===== src/rtl/accum_window_ctrl.sv =====
// Windowed lookup-and-accumulate controller: maps 4-bit codes through a fixed
// 25*x weight table, sums WINDOW samples and hands the total out over valid/ready.
//
// state    | meaning
// ---------+----------------------------------------------------------
// S_ACCUM  | accepting samples, sum shows the running partial total
// S_RESULT | window closed, total held on sum until out_ready is seen
module accum_window_ctrl #(
  parameter int WINDOW = 4
) (
  input  logic        clock,
  input  logic        reset,
  input  logic        in_valid,
  output logic        in_ready,
  input  logic [3:0]  x,
  input  logic        flush,
  output logic        out_valid,
  input  logic        out_ready,
  output logic [12:0] sum,
  output logic [4:0]  sample_count
);

  typedef enum logic {
    S_ACCUM  = 1'b0,
    S_RESULT = 1'b1
  } state_t;

  state_t      state_q, state_d;
  logic [12:0] acc_q, acc_d;
  logic [4:0]  cnt_q, cnt_d;
  logic [8:0]  weight;
  logic        accept;

  assign weight = {5'b0, x} * 9'd25;

  // Handshake outputs decode the registered state only.
  assign in_ready     = (state_q == S_ACCUM);
  assign out_valid    = (state_q == S_RESULT);
  assign accept       = in_valid && in_ready;
  assign sum          = acc_q;
  assign sample_count = cnt_q;

  always_comb begin
    state_d = state_q;
    acc_d   = acc_q;
    cnt_d   = cnt_q;
    case (state_q)
      S_ACCUM: begin
        if (accept) begin
          acc_d = acc_q + {4'b0, weight};
          cnt_d = cnt_q + 5'd1;
        end
        // cnt_d already includes a same-cycle accept, so a flush alone on an
        // empty window never produces a result.
        if ((cnt_d == 5'(WINDOW)) || (flush && (cnt_d != 5'd0))) begin
          state_d = S_RESULT;
        end
      end
      S_RESULT: begin
        if (out_ready) begin
          acc_d   = 13'd0;
          cnt_d   = 5'd0;
          state_d = S_ACCUM;
        end
      end
      default: state_d = S_ACCUM;
    endcase
  end

  always_ff @(posedge clock) begin
    if (reset) begin
      state_q <= S_ACCUM;
      acc_q   <= 13'd0;
      cnt_q   <= 5'd0;
    end else begin
      state_q <= state_d;
      acc_q   <= acc_d;
      cnt_q   <= cnt_d;
    end
  end

endmodule


===== config.mk =====
export PLATFORM = sky130hd
export DESIGN_NAME = accum_window_ctrl
export DESIGN_NICKNAME = d
export VERILOG_FILES = /design/src/rtl/accum_window_ctrl.sv
export SDC_FILE = /design/constraint.sdc
export NUM_CORES = 1
export LEC_CHECK = 0
export BUFFER_PORTS_ARGS = -buffer_cell sky130_fd_sc_hd__buf_2
export CELL_PAD_IN_SITES_DETAIL_PLACEMENT = 0
export CELL_PAD_IN_SITES_GLOBAL_PLACEMENT = 1
export CORE_ASPECT_RATIO = 1.5
export CORE_UTILIZATION = 37
export CTS_CLUSTER_DIAMETER = 60
export DETAILED_ROUTE_END_ITERATION = 10
export PLACE_DENSITY = 0.83
export SYNTH_ARGS = -nofsm -noshare
export SYNTH_HDL_FRONTEND = slang
export SYNTH_SLANG_ARGS = --single-unit

===== constraint.sdc =====
create_clock -name clock -period 2.9 [get_ports clock]
set_clock_uncertainty 0.05 [all_clocks]
set_input_delay 0.725 -clock clock [delete_from_list [all_inputs] [get_ports clock]]
set_output_delay 0.725 -clock clock [all_outputs]
set_load 0.1 [all_outputs]

# Word level (Yosys, flattened, before mapping)
# Index checks and enable logic that the tools add are counted.
# Widths: inputs -> output; s select.
[word_totals] mem_bits_ro=0 latchBits=0 input_bits=9 wordCells=25 mem_count=0 reg_bits=19 ramBits=0
[op_classes] mux=10 n_reduce_logical=5 shifts=0 eq_ne=3 div_mod_pow=0 bitwise_logic=1 mul=1 order_cmp=0 n_addsub=2
[op_table] operator="$mux 13" count=2
[op_table] operator="$pmux 13 s2" count=1
[op_table] operator="$mux 5" count=3
[op_table] operator="$add 13x9->13" count=1
[op_table] operator="$pmux 5 s2" count=1
[op_table] operator="$mul 4x5->9 const B" count=1
[op_table] operator="$add 5x1->5 const B" count=1
[op_table] operator="$eq 5x3->1 const B" count=1
[op_table] operator="$reduce_bool 5->1" count=1
[op_table] operator="$logic_and 1x1->1" count=2
[op_table] operator="$mux 1" count=2
[op_table] operator="$ne 2x1->1 const B" count=1
[op_table] operator="$ne 2x2->1 const B" count=1
[op_table] operator="$pmux 1 s2" count=1
[op_table] operator="$reduce_and 2->1" count=1
[op_table] operator="$logic_or 1x1->1" count=1
[op_table] operator="$not 1->1" count=1

# Longest topological paths before layout
# Gate-level depths: netlist (run 1).
[logic_depth] depth_word=9 depth_mapped=10 ltp_nobuf=10

# Worst setup path before layout (run 1)
# OpenSTA, ideal clock, no wires.
[synth_timing] kind="flip-flop to flip-flop" startpoint="register acc_q[5], in the netlist sum[5]" endpoint="register acc_q[10], in the netlist sum[10]" required_ns=2.766 synth_period_minus_slack_ns=3.054 slack_ns=-0.154 arrival_time_ns=2.920 setup_time_ns=0.084 path_stages_with_launch=10 path_buffers=0 cell_sequence="dfxtp_1 -> inv_1 -> fa_1 -> inv_1 -> ha_1 -> o211ai_1 -> o21ai_1 -> o221ai_1 -> a211o_1 -> o22ai_1"
[synth_via] elab_chain_cells=3
[synth_rtl] item="start, declared" line="29" text="logic [12:0] acc_q, acc_d;"
[synth_rtl] item="start signal, assigned" line="73" text="acc_q <= 13'd0;"
[synth_rtl] item="start signal, assigned" line="77" text="acc_q <= acc_d;"
[synth_rtl] item="$add 13x9->13" line="50" text="acc_d = acc_q + {4'b0, weight};"
[synth_rtl] item="$mux 13" line="49" text="if (accept) begin"
[synth_rtl] item="$pmux 13 s2" line="47" text="case (state_q)"
# No other way between the ends. The select of a mux whose other input is x is not followed.
# A chain may end at the register's enable or synchronous reset.

# Final worst setup path (run 1)
[layout_timing] startpoint="input port x[1]" endpoint="register acc_q[10], in the netlist sum[10]"
[layout_via] elab_chain_cells=4
[layout_rtl] item="start, declared" line="15" text="input logic [3:0] x,"
[layout_rtl] item="$mul 4x5->9" line="34" text="assign weight = {5'b0, x} * 9'd25;"
[layout_rtl] item="$add 13x9->13" line="50"
[layout_rtl] item="$mux 13" line="49"
[layout_rtl] item="$pmux 13 s2" line="47"
# No other way between the ends. The select of a mux whose other input is x is not followed.

==> out/qor.csv, run 1 <==
stage,metric,value,unit
yosys,synthFlopType,dfxtp_1,
drt,vias,1419,
status,outcome,finished clean,
yosys,synth_seq_cells,19,
yosys,synth-seq-area-share,25.3,%
sta,maxSlewHeadroom,67.8,%
yosys,yosys_warnings,0,
clocking,cts_buffers,3,
cells_and_area,syn2layout_area_growth,28.8,%
floorplan,ios,29,
power_and_ir_drop,p_leak,0.953,nW
power_and_ir_drop,power.switching,0.000521,W
power_and_ir_drop,clockPowerShare,16.4,%
placement,place_ws,-0.236,ns
clocking,clock_path_buffers,2,
placement,io_buffers,28,
critical_path,arrival,2.92,ns
floorplan,start_util,38.3,%
global_route,grt-ovfl-total,0,
drt,top_layer,met4,
yosys,async_flop_share,0,%
yosys,avgSynthCellArea,8.58,sq um
drt,drcViolationCount,0,
sta,rsz0062_at_grt,false,
sta,finalHoldViolations,0,
placement,dp_hpwl,2660,um
clocking,h-tree-depth,1,
drt,wl_per_cell,12.6,um
clocking,cts_root_buf,clkbuf_8,
sta,setup_viol,0,
power_and_ir_drop,power_frac_comb,55.1,%
yosys,syn_area,1500,sq um
drt,wl_met3,105,um
yosys,synth_edf_count,0,
placement,place_congestion,0.836,
hold_path,hp-class,register to register,
sta,period_needed,2.78,ns
global_route,antenna_found_initial,0,
drt,met2_length,1710,um
cells_and_area,drive_gt1_share,28.6,%
power_and_ir_drop,intPower,0.000600,W
floorplan,die_area,4320,sq um
floorplan,core_area,3920,sq um
drt,dr.pass1.iters,4,
yosys,synthDistinctLibCells,45,
clocking,clk_pin_slew,0.07,ns
global_route,grt_first_pass_wirelength,5790,um
clocking,clk_latency,0.25,ns
power_and_ir_drop,swShare,46.5,%
global_route,grt_max_degree,21,
critical_path,cp-start-kind,primary input,
critical_path,critPathMaxFanout,5,
sta,setup_ws,0.120,ns
clocking,cts_tree,yes,
power_and_ir_drop,p_seq_share,28.4,%
drt,drtIter0Drc,19,
critical_path,worstRegToRegCells,9,
floorplan,die_x,54.0,um
floorplan,die_y,80.0,um
sta,fin_crit_sh,95.8,%
drt,wl_met1,1560,um
clocking,clock-sinks,19,
cells_and_area,diodes,0,
floorplan,row_count,28,
critical_path,critical_path_class,primary input to register,
sta,holdWs,0.421,ns
global_route,grt_pass1_vias,1380,
yosys,synth_nets,210,
sta,tightest_slew,0.483,ns
sta,fmax,0.360,GHz
hold_path,holdPathStages,2,
drt,viasPerCell,5.28,
cells_and_area,layout.nets,260,
critical_path,endpoint_kind,register,
sta,final-max-slew-violation-count,0,
power_and_ir_drop,vdd_drop_max,0.347,mV
flow_run,drv_cap,0,
power_and_ir_drop,p_per_area,579,nW/um^2
drt,wirelength,3400,um
yosys,synthCells,175,
global_route,grt_usage,17.8,%
drt,ant_nets,0,
critical_path,critPathRequiredTime,3.04,ns
cells_and_area,nFillCells,412,
sta,fin_setup_tns,0,ns
-- through the flow --
step / area (sq um) / instances / utilization [%] / power, W
after floorplan: 1510 / 175 / - / 0.000768
after global placement: 1850 / 265 / 47.1 / 0.000913
after detailed placement: 1850 / 265 / 47.1 / 0.000915
after CTS: 1890 / 269 / 48.2 / 0.00111
after global routing: 1930 / 269 / 49.3 / 0.00120
final: 1930 / 269 / 49.3 / 0.00112
-- flip-flops by register name (all words and copies together) (netlist names) --
register and count:
sum 13, sample_count 5, out_valid 1
-- layer usage --
layer / vias to the layer above / global-route usage (%)
met5: - / 0
met4: 0 / 6.41
met3: 2 / 2.48
met2: 28 / 31.7
met1: 657 / 20.7
li1: 732 / -
-- Yosys cell counts, types with 2 or more instances --
| master | number | area, sq um |
|---|---|---|
| o31ai_1 | 2 | 15.0 |
| mux2i_1 | 2 | 20.0 |
| nand4_1 | 3 | 18.8 |
| o21ai_1 | 4 | 20.0 |
| fa_1 | 4 | 80.1 |
| a31oi_1 | 2 | 12.5 |
| a311o_1 | 2 | 20.0 |
| nand3_1 | 3 | 15.0 |
| o22ai_1 | 2 | 12.5 |
| nand2b_1 | 3 | 18.8 |
| nor2_1 | 18 | 67.6 |
| inv_1 | 16 | 60.1 |
| nand2_1 | 12 | 45.0 |
| ha_1 | 22 | 275 |
| clkbuf_1 | 4 | 15.0 |
| a21o_1 | 4 | 30.0 |
| nor2b_1 | 5 | 31.3 |
| dfxtp_1 | 19 | 380 |
| o21a_1 | 3 | 22.5 |
| xor2_1 | 3 | 26.3 |
| a22oi_1 | 7 | 52.6 |
| a21oi_1 | 9 | 45.0 |
| nor3_1 | 4 | 20.0 |
-- worst paths after layout --
| kind | slack, ns | to | start |
|---|---|---|---|
| worst min register to register | 0.42 | sum[8] | sum[8] |
| worst min-delay path | 0.42 | sum[8] | sum[8] |
| worst max register to register | 0.60 | sum[10] | sum[5] |
| worst max-delay path | 0.12 | sum[10] | x[1] |
-- power by group through the flow --
stage	Clock (W)	Sequential (W)	Combinational (W)
3_3_place_gp	0	0.000324	0.000589
2_1_floorplan	0	0.000503	0.000265
5_1_grt	0.000206	0.000324	0.000675
4_1_cts	0.000192	0.000319	0.000594
3_5_place_dp	0	0.000325	0.000591
6_report	0.000184	0.000319	0.000618
-- area by class of cell --
cell class	count	area, sq um	share of cell area (%)
Timing Repair Buffer	51	313	16.2
Inverter	16	60.1	3.10
Multi-Input combinational cell	134	1080	55.8
Sequential cell	19	382	19.7
Clock buffer	4	45.0	2.33
Tap cell	45	56.3	2.91
-- critical path, cell delays in order --
cell	delay [ns]
buf_2	0.12
ha_1	0.28
inv_1	0.05
fa_1	0.49
inv_1	0.04
ha_1	0.32
o211ai_1	0.11
o21ai_2	0.22
o221ai_4	0.15
a211o_1	0.27
o22ai_1	0.13
-- cell usage in the layout, fill, tap and decap left out, types with 2 or more instances in the layout --
cell / count
buf_2: 28
nand2b_1: 3
a21o_1: 3
o21a_1: 3
o22ai_1: 2
o31ai_1: 2
fa_1: 4
inv_1: 16
a21oi_2: 2
dfxtp_1: 18
nand4_1: 3
o21ai_1: 3
nor2_1: 18
nor2b_1: 5
a311o_1: 2
a21oi_1: 7
ha_1: 21
nor3_1: 4
buf_4: 23
nand3_1: 3
clkbuf_8: 3
mux2i_1: 2
xor2_1: 3
a31oi_1: 2
a22oi_1: 7
nand2_1: 12
-- repair_timing --
| item | 4_1_cts | 5_1_grt |
|---|---|---|
| endpoints found under the setup margin | 0 | 4 |
| hold buffers | 0 | 0 |
| setup buffers | 0 | 0 |
| gates resized for setup | 0 | 6 |
-- cells by family after synthesis --
| group | Yosys count | synth area share (%) |
|---|---|---|
| AND/OR/NAND/NOR | 55 | 18.8 |
| AO/OA/AOI/OAI | 47 | 22.4 |
| adder cells (fa/ha/maj) | 26 | 23.7 |
| buffers and inverters | 22 | 6.08 |
| flip-flops | 19 | 25.3 |
| XOR/XNOR | 4 | 2.33 |
| multiplexers | 2 | 1.33 |
Note: power is estimated with default switching activity, not from simulation.
==> run 2: changes to the inputs <==
--- a/config.mk
+++ b/config.mk
@@ -13,6 +13,7 @@
 export CTS_CLUSTER_DIAMETER = 60
 export DETAILED_ROUTE_END_ITERATION = 10
 export PLACE_DENSITY = 0.83
+export SETUP_SLACK_MARGIN = 0.15
 export SYNTH_ARGS = -nofsm -noshare
 export SYNTH_HDL_FRONTEND = slang
 export SYNTH_SLANG_ARGS = --single-unit
==> run 2 against run 1 <==
Effect of this change:
- first-iteration DRC count shrank 47%
- register-to-register slack got worse by 0.02 ns
- worst hold slack improved by 0.0024 ns
- final area grew 3.2%
- die area unchanged
- critical path depth stayed put
- via count is 0.14% lower
- maximum frequency rose by 1.9%
==> out/qor.csv, run 2 (synthesis gave the netlist of run 1 again) <==
stage,metric,value,unit,change
status,outcome,finished clean,,
sta,maxSlewHeadroom,67.5,%,-0.28 points
clocking,clk_pin_slew,0.08,ns,about the same
sta,final-max-slew-violation-count,0,,unchanged
critical_path,critPathMaxFanout,4,,-1
cells_and_area,layout_commonest_cell,buf_2,,
sta,finalHoldViolations,0,,unchanged
clocking,clock-sinks,19,,unchanged
cells_and_area,fin_cells,265,,-1.5%
global_route,antenna_found_initial,0,,unchanged
hold_path,hp-class,register to register,,
floorplan,core_area,3920,sq um,unchanged
floorplan,start_util,38.3,%,unchanged
sta,setup_viol,0,,unchanged
critical_path,cp-start-kind,primary input,,
placement,place_congestion,0.818,,-2.1%
sta,rsz0062_at_grt,true,,
floorplan,ios,29,,unchanged
placement,dp_hpwl,2690,um,+1.3%
drt,dr.pass1.iters,4,,unchanged
drt,ant_nets,0,,unchanged
cells_and_area,largest_register_ffs,13,,unchanged
sta,fin_crit_sh,94.0,%,-1.8 points
clocking,cts_root_buf,clkbuf_8,,
global_route,grt-ovfl-total,0,,unchanged
clocking,cts_tree,yes,,
clocking,cts_buffers,3,,unchanged
cells_and_area,drive_gt1_share,32.7,%,+4.2 points
placement,dp_cells,258,,-2.6%
drt,drtIter0Drc,10,,-9
floorplan,die_x,54.0,um,unchanged
floorplan,row_count,28,,unchanged
flow_run,drv_cap,0,,unchanged
critical_path,critical_path_class,primary input to register,,
cells_and_area,diodes,0,,unchanged
sta,fmax,0.367,GHz,+1.9%
clocking,clock_path_buffers,2,,unchanged
power_and_ir_drop,vdd_drop_max,0.409,mV,+18%
floorplan,die_area,4320,sq um,unchanged
global_route,grt_usage,18.4,%,+0.56 points
clocking,clk_latency,0.25,ns,about the same
cells_and_area,fin_area,2000,sq um,+3.2%
sta,period_needed,2.73,ns,-0.0530 ns
clocking,postCtsHoldBufs,0,,unchanged
cells_and_area,syn2layout_area_growth,33.0,%,
cells_and_area,final_cell_mix,"buf_2 (26), buf_4 (19), nor2_1 (18)",,
placement,dpl-instance-area,1890,sq um,+2.1%
power_and_ir_drop,p_per_area,583,nW/um^2,+0.53%
critical_path,critPathRequiredTime,3.04,ns,about the same
sta,tightest_slew,0.490,ns,+0.00760 ns
drt,viasPerCell,5.35,,+1.4%
drt,drcViolationCount,0,,unchanged
sta,holdWs,0.423,ns,+0.00240 ns
power_and_ir_drop,p_leak,0.939,nW,-1.5%
power_and_ir_drop,total_power,0.00116,W,+3.8%
clocking,h-tree-depth,1,,unchanged
drt,wl_per_cell,13.1,um,+3.9%
sta,fin_setup_tns,0,ns,unchanged
drt,wirelength,3480,um,+2.4%
critical_path,endpoint_kind,register,,
placement,io_buffers,28,,unchanged
drt,vias,1417,,-0.14%
global_route,grt_max_degree,21,,unchanged
global_route,grt_pass1_vias,1383,,+0.22%
global_route,grt_first_pass_wirelength,5970,um,+3.1%
floorplan,die_y,80.0,um,unchanged
cells_and_area,layout.nets,256,,-1.5%
critical_path,arrival,2.86,ns,-0.06 ns
run 2: changes by cell type in the layout (fill, tap and decap cells not counted), moves of 4 or more:
cell / before / now
ha_4: 1 / 6
buf_4: 23 / 19
inv_1: 16 / 12
ha_1: 21 / 16
run 2: worst paths after layout:
kind | startpoint | to | slack, ns | cells after the start
max | x[2] | sum[10] | 0.17 | 11
min | sum[8] | sum[8] | 0.42 | 2
max reg2reg | sum[5] | sum[10] | 0.58 | 9
min reg2reg | sum[8] | sum[8] | 0.42 | 2
run 2: where the power goes:
part	total [W]	internal [W]	switching, W
logic	0.000655	0.000236	0.000420
registers	0.000317	0.000289	0.0000285
clock network	0.000190	0.0000977	0.0000927
total	0.00116	0.000622	0.000541
run 2: critical path, cell delays in order:
cell	delay, ns
buf_12	0.11
ha_4	0.25
inv_2	0.03
fa_1	0.51
inv_2	0.05
ha_4	0.27
o211ai_1	0.11
o21ai_2	0.23
o221ai_4	0.15
a211o_1	0.27
o22ai_1	0.16
run 2: routing by layer:
| layer | vias to the layer above | GRT usage (%) | part of all wire (%) |
|---|---|---|---|
| met5 | - | 0 | 0 |
| met1 | 653 | 21.8 | 43 |
| li1 | 731 | - | - |
| met4 | 0 | 5.64 | 1.1 |
| met2 | 29 | 32.7 | 52 |
| met3 | 4 | 2.48 | 3.4 |
run 2: timing repair:
action | 4_1_cts | 5_1_grt
resized for setup | 3 | 9
pin swaps | 5 | 7
endpoints found under the setup margin | 2 | 7
setup buffers | 3 | 0
run 2: stage by stage:
step	utilization (%)	setup WS (ns)
finish	50.9	0.173
CTS	50.2	0.162
global route	50.9	0.0618
global placement	48.1	-0.129
detailed placement	48.1	-0.197
floorplan	-	0.0988
run 2: layout make-up:
type | count | area, sq um
sequential | 19 | 385
timing repair buffer | 47 | 308
tap | 45 | 56.3
fill | 388 | 1930
inverter | 16 | 65.1
multi-input combinational | 134 | 1140
clock buffer | 4 | 45.0
